$ cat src/rtl/lsu_mem.sv
// Memory-access stage: single-outstanding load/store over a valid/ready bus with load/store lane formatting.
// Optional misaligned-access trap enabled by defining LSU_MEM_MISALIGN_CHECK_EN.
module lsu_mem #(
    parameter int unsigned ADDR_W = 64,
    parameter int unsigned DATA_W = 64
) (
    input  logic              clk,
    input  logic              rst,
    input  logic [7:0]        inst_type_i,
    input  logic              rd_ena_i,
    input  logic [4:0]        rd_addr_i,
    input  logic [DATA_W-1:0] rd_data_i,
    input  logic [2:0]        ls_sel_i,
    input  logic [ADDR_W-1:0] ls_addr_i,
    input  logic              mem_stall_i,
    output logic              req_valid_o,
    input  logic              req_ready_i,
    output logic              req_wen_o,
    output logic [ADDR_W-1:0] req_addr_o,
    output logic [DATA_W-1:0] req_wdata_o,
    output logic [7:0]        req_wstrb_o,
    input  logic              rsp_valid_i,
    input  logic [DATA_W-1:0] rsp_rdata_i,
    output logic              mem_stall_req_o,
    output logic [7:0]        inst_type_o,
    output logic              rd_ena_o,
    output logic [4:0]        rd_addr_o,
    output logic [DATA_W-1:0] rd_data_o,
    output logic              misalign_o
);

    localparam int unsigned STRB_W = DATA_W / 8;

    typedef enum logic [1:0] {IDLE, REQ, WAIT, DONE} state_t;

    state_t              r_state;
    state_t              w_next;
    logic                r_req_wen;
    logic [ADDR_W-1:0]   r_req_addr;
    logic [DATA_W-1:0]   r_req_wdata;
    logic [STRB_W-1:0]   r_req_wstrb;
    logic [DATA_W-1:0]   r_load_data;

    logic                w_is_load;
    logic                w_is_store;
    logic                w_mem_op;
    logic                w_misalign;
    logic                w_fire;
    logic [5:0]          w_shamt;
    logic [STRB_W-1:0]   w_strb_base;
    logic [STRB_W-1:0]   w_wstrb;
    logic [DATA_W-1:0]   w_wdata;
    logic [DATA_W-1:0]   w_ld_raw;
    logic [DATA_W-1:0]   w_ld_data;

    // Load wins when both type bits are set
    assign w_is_load  = inst_type_i[1];
    assign w_is_store = inst_type_i[0] & ~inst_type_i[1];
    assign w_mem_op   = inst_type_i[1] | inst_type_i[0];
    assign w_shamt    = {ls_addr_i[2:0], 3'b000};

    // Store lane placement; bytes past the 8-byte line fall off the shift
    always_comb begin
        w_strb_base = STRB_W'(8'h01);
        case (ls_sel_i[1:0])
            2'b00:   w_strb_base = STRB_W'(8'h01);
            2'b01:   w_strb_base = STRB_W'(8'h03);
            2'b10:   w_strb_base = STRB_W'(8'h0F);
            default: w_strb_base = STRB_W'(8'hFF);
        endcase
    end
    assign w_wstrb = w_strb_base << ls_addr_i[2:0];
    assign w_wdata = rd_data_i << w_shamt;

    // Load lane extraction and sign/zero extension
    assign w_ld_raw = rsp_rdata_i >> w_shamt;
    always_comb begin
        w_ld_data = '0;
        case (ls_sel_i)
            3'b000:  w_ld_data = {{(DATA_W-8){w_ld_raw[7]}},   w_ld_raw[7:0]};
            3'b001:  w_ld_data = {{(DATA_W-16){w_ld_raw[15]}}, w_ld_raw[15:0]};
            3'b010:  w_ld_data = {{(DATA_W-32){w_ld_raw[31]}}, w_ld_raw[31:0]};
            3'b011:  w_ld_data = w_ld_raw;
            3'b100:  w_ld_data = {{(DATA_W-8){1'b0}},  w_ld_raw[7:0]};
            3'b101:  w_ld_data = {{(DATA_W-16){1'b0}}, w_ld_raw[15:0]};
            3'b110:  w_ld_data = {{(DATA_W-32){1'b0}}, w_ld_raw[31:0]};
            default: w_ld_data = '0;
        endcase
    end

`ifdef LSU_MEM_MISALIGN_CHECK_EN
    logic w_unaligned;
    always_comb begin
        w_unaligned = 1'b0;
        case (ls_sel_i[1:0])
            2'b01:   w_unaligned = ls_addr_i[0];
            2'b10:   w_unaligned = |ls_addr_i[1:0];
            2'b11:   w_unaligned = |ls_addr_i[2:0];
            default: w_unaligned = 1'b0;
        endcase
    end
    assign w_misalign = (r_state == IDLE) & w_mem_op & w_unaligned;
`else
    assign w_misalign = 1'b0;
`endif

    assign w_fire = (r_state == IDLE) & w_mem_op & ~w_misalign;

    // State and request/response registers
    always_ff @(posedge clk) begin
        if (rst) begin
            r_state     <= IDLE;
            r_req_wen   <= 1'b0;
            r_req_addr  <= '0;
            r_req_wdata <= '0;
            r_req_wstrb <= '0;
            r_load_data <= '0;
        end else begin
            r_state <= w_next;
            if (w_fire) begin
                r_req_wen   <= w_is_store;
                r_req_addr  <= {ls_addr_i[ADDR_W-1:3], 3'b000};
                r_req_wdata <= w_is_store ? w_wdata : '0;
                r_req_wstrb <= w_is_store ? w_wstrb : '0;
            end
            if ((r_state == WAIT) && rsp_valid_i) begin
                r_load_data <= w_ld_data;
            end
        end
    end

    // Next state and stage outputs
    always_comb begin
        w_next          = r_state;
        req_valid_o     = 1'b0;
        mem_stall_req_o = 1'b0;
        rd_ena_o        = 1'b0;
        rd_data_o       = rd_data_i;
        inst_type_o     = inst_type_i;
        case (r_state)
            IDLE: begin
                if (w_misalign) begin
                    inst_type_o = 8'h00;
                end else if (w_mem_op) begin
                    mem_stall_req_o = 1'b1;
                    w_next          = REQ;
                end else begin
                    rd_ena_o = rd_ena_i;
                end
            end
            REQ: begin
                req_valid_o     = 1'b1;
                mem_stall_req_o = 1'b1;
                if (req_ready_i) begin
                    w_next = WAIT;
                end
            end
            WAIT: begin
                mem_stall_req_o = 1'b1;
                if (rsp_valid_i) begin
                    w_next = DONE;
                end
            end
            DONE: begin
                if (w_is_load) begin
                    rd_ena_o  = rd_ena_i;
                    rd_data_o = r_load_data;
                end
                if (!mem_stall_i) begin
                    w_next = IDLE;
                end
            end
            default: w_next = IDLE;
        endcase
    end

    assign req_wen_o   = r_req_wen;
    assign req_addr_o  = r_req_addr;
    assign req_wdata_o = r_req_wdata;
    assign req_wstrb_o = r_req_wstrb;
    assign rd_addr_o   = rd_addr_i;
    assign misalign_o  = w_misalign;

endmodule

$ cat config.mk
export PLATFORM = sky130hd
export DESIGN_NAME = lsu_mem
export DESIGN_NICKNAME = d
export VERILOG_FILES = /design/src/rtl/lsu_mem.sv
export SDC_FILE = /design/constraint.sdc
export NUM_CORES = 1
export LEC_CHECK = 0
export ABC_AREA = 0
export CAP_MARGIN = 20
export CELL_PAD_IN_SITES_DETAIL_PLACEMENT = 0
export CELL_PAD_IN_SITES_GLOBAL_PLACEMENT = 1
export CORE_MARGIN = 8
export CORE_UTILIZATION = 34
export DETAILED_ROUTE_END_ITERATION = 6
export PLACE_DENSITY_LB_ADDON = 0.08
export SYNTH_ARGS = -nofsm -noshare
export SYNTH_HDL_FRONTEND = slang
export SYNTH_SLANG_ARGS = --single-unit
$ cat constraint.sdc
create_clock -name clk -period 5.4 [get_ports clk]
set_input_delay 0.54 -clock clk [delete_from_list [all_inputs] [get_ports clk]]
set_output_delay 0.54 -clock clk [all_outputs]
set_load 0.02 [all_outputs]
### Word level (Yosys, flattened, before mapping)

Cells that the tools add are included.

| word-level totals | value |
|---|---|
| bits of input ports | 214 |
| output and inout bits | 218 |
| register bits after elaboration | 200 |

| operators by class | value |
|---|---|
| equality and inequality tests | 15 |
| shift operators | 3 |
| mux-type cells | 17 |
| bitwise logic cells | 4 |
| reductions and logical operators | 6 |

Operators with widths:

| operator | count |
|---|---|
| $pmux W64 S7 | 1 |
| $mux W64 | 3 |
| $shl A64 B6 Y64 | 1 |
| $shr A64 B6 Y64 | 1 |
| $pmux W8 S3 | 1 |
| $eq A3 B3 Y1 const B | 3 |
| $mux W2 | 4 |
| $mux W8 | 1 |
| $ne A2 B2 Y1 const B | 4 |
| $pmux W2 S4 | 1 |
| $shl A8 B3 Y8 | 1 |
| $eq A2 B2 Y1 const B | 3 |
| $eq A3 B2 Y1 const B | 2 |
| $eq A2 B1 Y1 const B | 2 |
| $logic_not A2 Y1 | 2 |
| $mux W1 | 4 |
| $pmux W1 S2 | 2 |
| $reduce_and A4 Y1 | 1 |
| $eq A3 B1 Y1 const B | 1 |
| $logic_not A3 Y1 | 1 |
| $and A1 B1 Y1 | 2 |
| $reduce_or A2 Y1 | 1 |
| $logic_and A1 B1 Y1 | 1 |
| $not A1 Y1 | 1 |
| $or A1 B1 Y1 | 1 |

### Logic depth before layout (Yosys ltp)

| logic depth | value |
|---|---|
| word-level depth | 4 |
| gate-level depth with buffers | 9 |
| gate-level depth less buffers | 7 |

### Worst setup path after synthesis

OpenSTA, ideal clock, no wires.

| path | value |
|---|---|
| path kind | in2out |
| start | input port inst_type_i[1] |
| end | output port rd_data_o[10] |
| cell stages on the path | 4 |
| data required time | 4860 ps |
| path buffers | 2 |
| arrival | 1692 ps |
| slack | 3168 ps |
| cell sequence | clkbuf_1 > nand2_1 > clkbuf_1 > mux2_2 |

| between the ends | value |
|---|---|
| longest elaborated chain between the ends | 2 |

RTL lines:

| what | line | text |
|---|---|---|
| from (decl) | 9 | `input logic [7:0] inst_type_i,` |
| $mux W64 | 165 | `if (w_is_load) begin` |
| $mux W64 | 140 | `case (r_state)` |
| to (decl) | 28 | `output logic [DATA_W-1:0] rd_data_o,` |

Every way passes these cells.

### Final worst setup path

| path | value |
|---|---|
| start | input port inst_type_i[1] |
| end | output port rd_data_o[56] |

The elaborated chain is that of the path after synthesis.

==> flow_summary.yaml <==
pwr:
  comb_power_share_pct: 37.1
  power.share.clock_pct: 27.7
  intPower_mw: 3.141
  switching_share_pct: 36.72
  ir_worst_vdd_uv: 217.3
  seq_power_share_pct: 35.1
  power.density_nw_per_um2: 313.9
  p_switching_mw: 1.823
  p_leak_nw: 5.638
critical_path:
  cp-start-kind: "input pin"
  critical-path-max-stage-delay_ns: 0.84
  slowest_stage: "nand2_2"
  crit_arrival_ns: 3.35
  crit_buf_inv: 3
  crit_chain: "clkdlybuf4s50_1, nand2_2, buf_4, mux2_2, clkdlybuf4s50_1"
  regToRegStartpoint: "r_state[0]"
  cpLargestDelayFamily: "buffers and inverters"
  reg2reg_depth: 7
  cp_data_required_time_ns: 4.86
  crit_type: "input pin to output port"
  worstSetupPathDepth: 5
  endpoint_kind: "output port"
  cp_max_fo: 44
  startpoint: "inst_type_i[1]"
  crit_top_cell: "clkdlybuf4s50_1"
synth:
  synth_fa_ha_area_share_pct: 0.5678
  synth_compound_area_share_pct: 21.74
  synth_edf_count: 0
  yosysWarnings: 0
  ys.flop_type: "dfxtp_1"
  synth_top_family_by_area: "compound AO/OA/AOI/OAI gates"
  synth_top_area_share_pct: 36.34
  synth_area_leaders: "dfxtp_1 36%, mux2_2 8.2%, mux4_2 8.2%"
  yosysUniqueCellTypes: 51
  synthesis.instances: 1268
  synth_seq_cells: 200
  ys_seq_area_share_pct: 36.34
  synth_xor_area_share_pct: 0
  async_flop_share_pct: 0
  synth-simple-area-share_pct: 13.98
  synth_mux_area_share_pct: 21.63
  synth_area_leader_cell: "dfxtp_1"
  avgSynthCellArea_sq_um: 8.689
  netlist_area_sq_um: 11020
sta:
  rsz0062_at_grt: "no"
  fmax_mhz: 257.1
  finalCriticalPeriod_ns: 3.889
  setup_viol: 0
  worst_slew_pin_slew_ns: 1.048
  setup_tns_ns: 0
  fin_ws_ns: 1.511
  hold_ws_ns: 0.4517
  post-route-period-util_pct: 72.03
  drv_slew: 0
  slew_headroom_pct: 29.87
  skew_ns: 0.009501
  hold_violations: 0
clocking:
  clk_pin_slew_ns: 0.08
  cts_resized: 0
  cts.sink_count: 200
  cts-root-buf: "clkbuf_16"
  cts_buffers: 17
  htree_levels: 4
  postCtsHoldBufs: 0
  clockBufferDepth: 2
  cts_tree: "done"
  clk_latency_ns: 0.43
  cts_setup_buffers: 0
global_route:
  grtUsageTotal_pct: 25.66
  grt_pass1_vias: 10990
  grt_pass1_wl_mm: 74.19
  antenna_found_initial: 0
  overflow: 0
  grt_start_max_net_pins: 89
worst_hold_path:
  hold_path.class: "register to register"
  worstHoldStart: "req_wdata_o[32]"
  hold-path-cell-count: 2
routing:
  drt-pass1-iter-count: 7
  avgViaCountPerCell: 5.623
  wl_mm: 51.33
  drt_iter0_markers: 893
  vias: 11250
  ant_nets: 0
  avgRoutedWirePerCell_microns: 25.65
  drc: 0
placement:
  dpl_cell_area_sq_um: 15190
  gp_congestion: 0.8889
  port_buffers: 405
  hpwl_mm: 39.93
  place_ws_ns: 1.517
layout:
  most-common-layout-cells: "402 x clkdlybuf4s50_1, 211 x nand2_1, 200 x dfxtp_1"
  mostFrequentLayoutCell: "clkdlybuf4s50_1"
  diodes: 0
  fin_util_pct: 49.11
  drive_gt1_share_pct: 11.93
  fillers: 3103
  design_area_sq_um: 15820
  nets: 1799
  syn2layout_area_growth_pct: 43.55
floorplan:
  initial_utilization_pct: 34.21
  die_area_sq_um: 38420
  die_x_microns: 196.0
  io_pins: 432
  die_h_microns: 196.0
  coreArea_sq_um: 32210
  rows: 66
flow_run:
  maxCapViolCount: 0
run_status:
  outcome: "finished, final reports clean"
==> worst register-to-register path, delay by kind of cell, from the launching register on <==
family | cells | cell delay [ns]
buf+inv | 2 | 0.53
flops | 1 | 0.35
simple gates | 2 | 1.03
fa+ha+maj | 1 | 0.30
compound gates | 2 | 0.39
==> power by group through the flow <==
stage | Combinational, mW | Clock [mW] | Sequential [mW]
floorplan | 0.832 | 0 | 1.95
global placement | 1.85 | 0 | 1.77
detailed placement | 1.86 | 0 | 1.78
CTS | 1.86 | 1.40 | 1.75
global route | 1.97 | 1.47 | 1.77
finish | 1.84 | 1.38 | 1.74
==> registers in the layout, summed over array words and instances, names as in the netlist <==
register     count
req_wen_o        1
req_wdata_o     64
req_wstrb_o      8
r_state          2
req_addr_o      61
r_load_data     64
==> worst paths after layout <==
| kind | end | slack, ns |
|---|---|---|
| min | req_wdata_o[32] | 0.45 |
| max reg2reg | req_wdata_o[37] | 2.74 |
| max | rd_data_o[56] | 1.51 |
| min reg2reg | req_wdata_o[32] | 0.45 |
==> layout make-up <==
class / instances / area (sq um) / share of cell area [%]
Timing Repair Buffer: 424 / 4210 / 26.62
Clock buffer: 17 / 425.4 / 2.690
Tap cell: 408 / 510.5 / 3.228
Clock inverter: 15 / 205.2 / 1.297
Inverter: 6 / 22.52 / 0.1424
Sequential cell: 200 / 4004 / 25.31
Multi-Input combinational cell: 931 / 6439 / 40.71
==> cells in the mapped netlist, types with 3 or more instances <==
cell,instances
nand2_1,212
dfxtp_1,200
a21oi_1,172
nor2_1,103
clkbuf_1,80
mux2_2,80
a22oi_1,67
mux2i_1,57
mux4_2,40
a31oi_1,39
buf_2,20
buf_4,19
a2bb2oi_1,15
o211ai_1,15
o21ai_0,15
buf_1,14
nor3_1,13
a211oi_1,11
nor2b_1,11
a32oi_1,10
a221o_1,9
a222oi_1,8
o22ai_1,8
ha_1,5
inv_1,5
nand2b_1,3
nor4_2,3
or3_1,3
==> metal layers <==
layer / wire length [microns] / vias up / global-route usage, %
li1: - / 5260 / -
met2: 24920 / 462 / 43.25
met1: 20960 / 5438 / 31.17
met4: 2334 / 0 / 11.29
met5: 0 / - / 0
met3: 3124 / 91 / 5.483
==> stage by stage <==
stage | std cells | power [mW]
floorplan | 1271 | 2.778
global placement | 1965 | 3.625
detailed placement | 1969 | 3.637
global route | 2001 | 5.203
CTS | 2001 | 5.010
finish | 2001 | 4.964
==> logic make-up (layout without fill, tap and decap cells) <==
kind of cell	count (synthesis)	in the layout
buffers and inverters	140	462
flip-flops	200	200
AND/OR/NAND/NOR	365	365
multiplexers	178	178
other	1	4
adder cells (fa/ha/maj)	5	5
AO/OA/AOI/OAI	379	379
No activity file was read; power rests on OpenSTA's default activity.
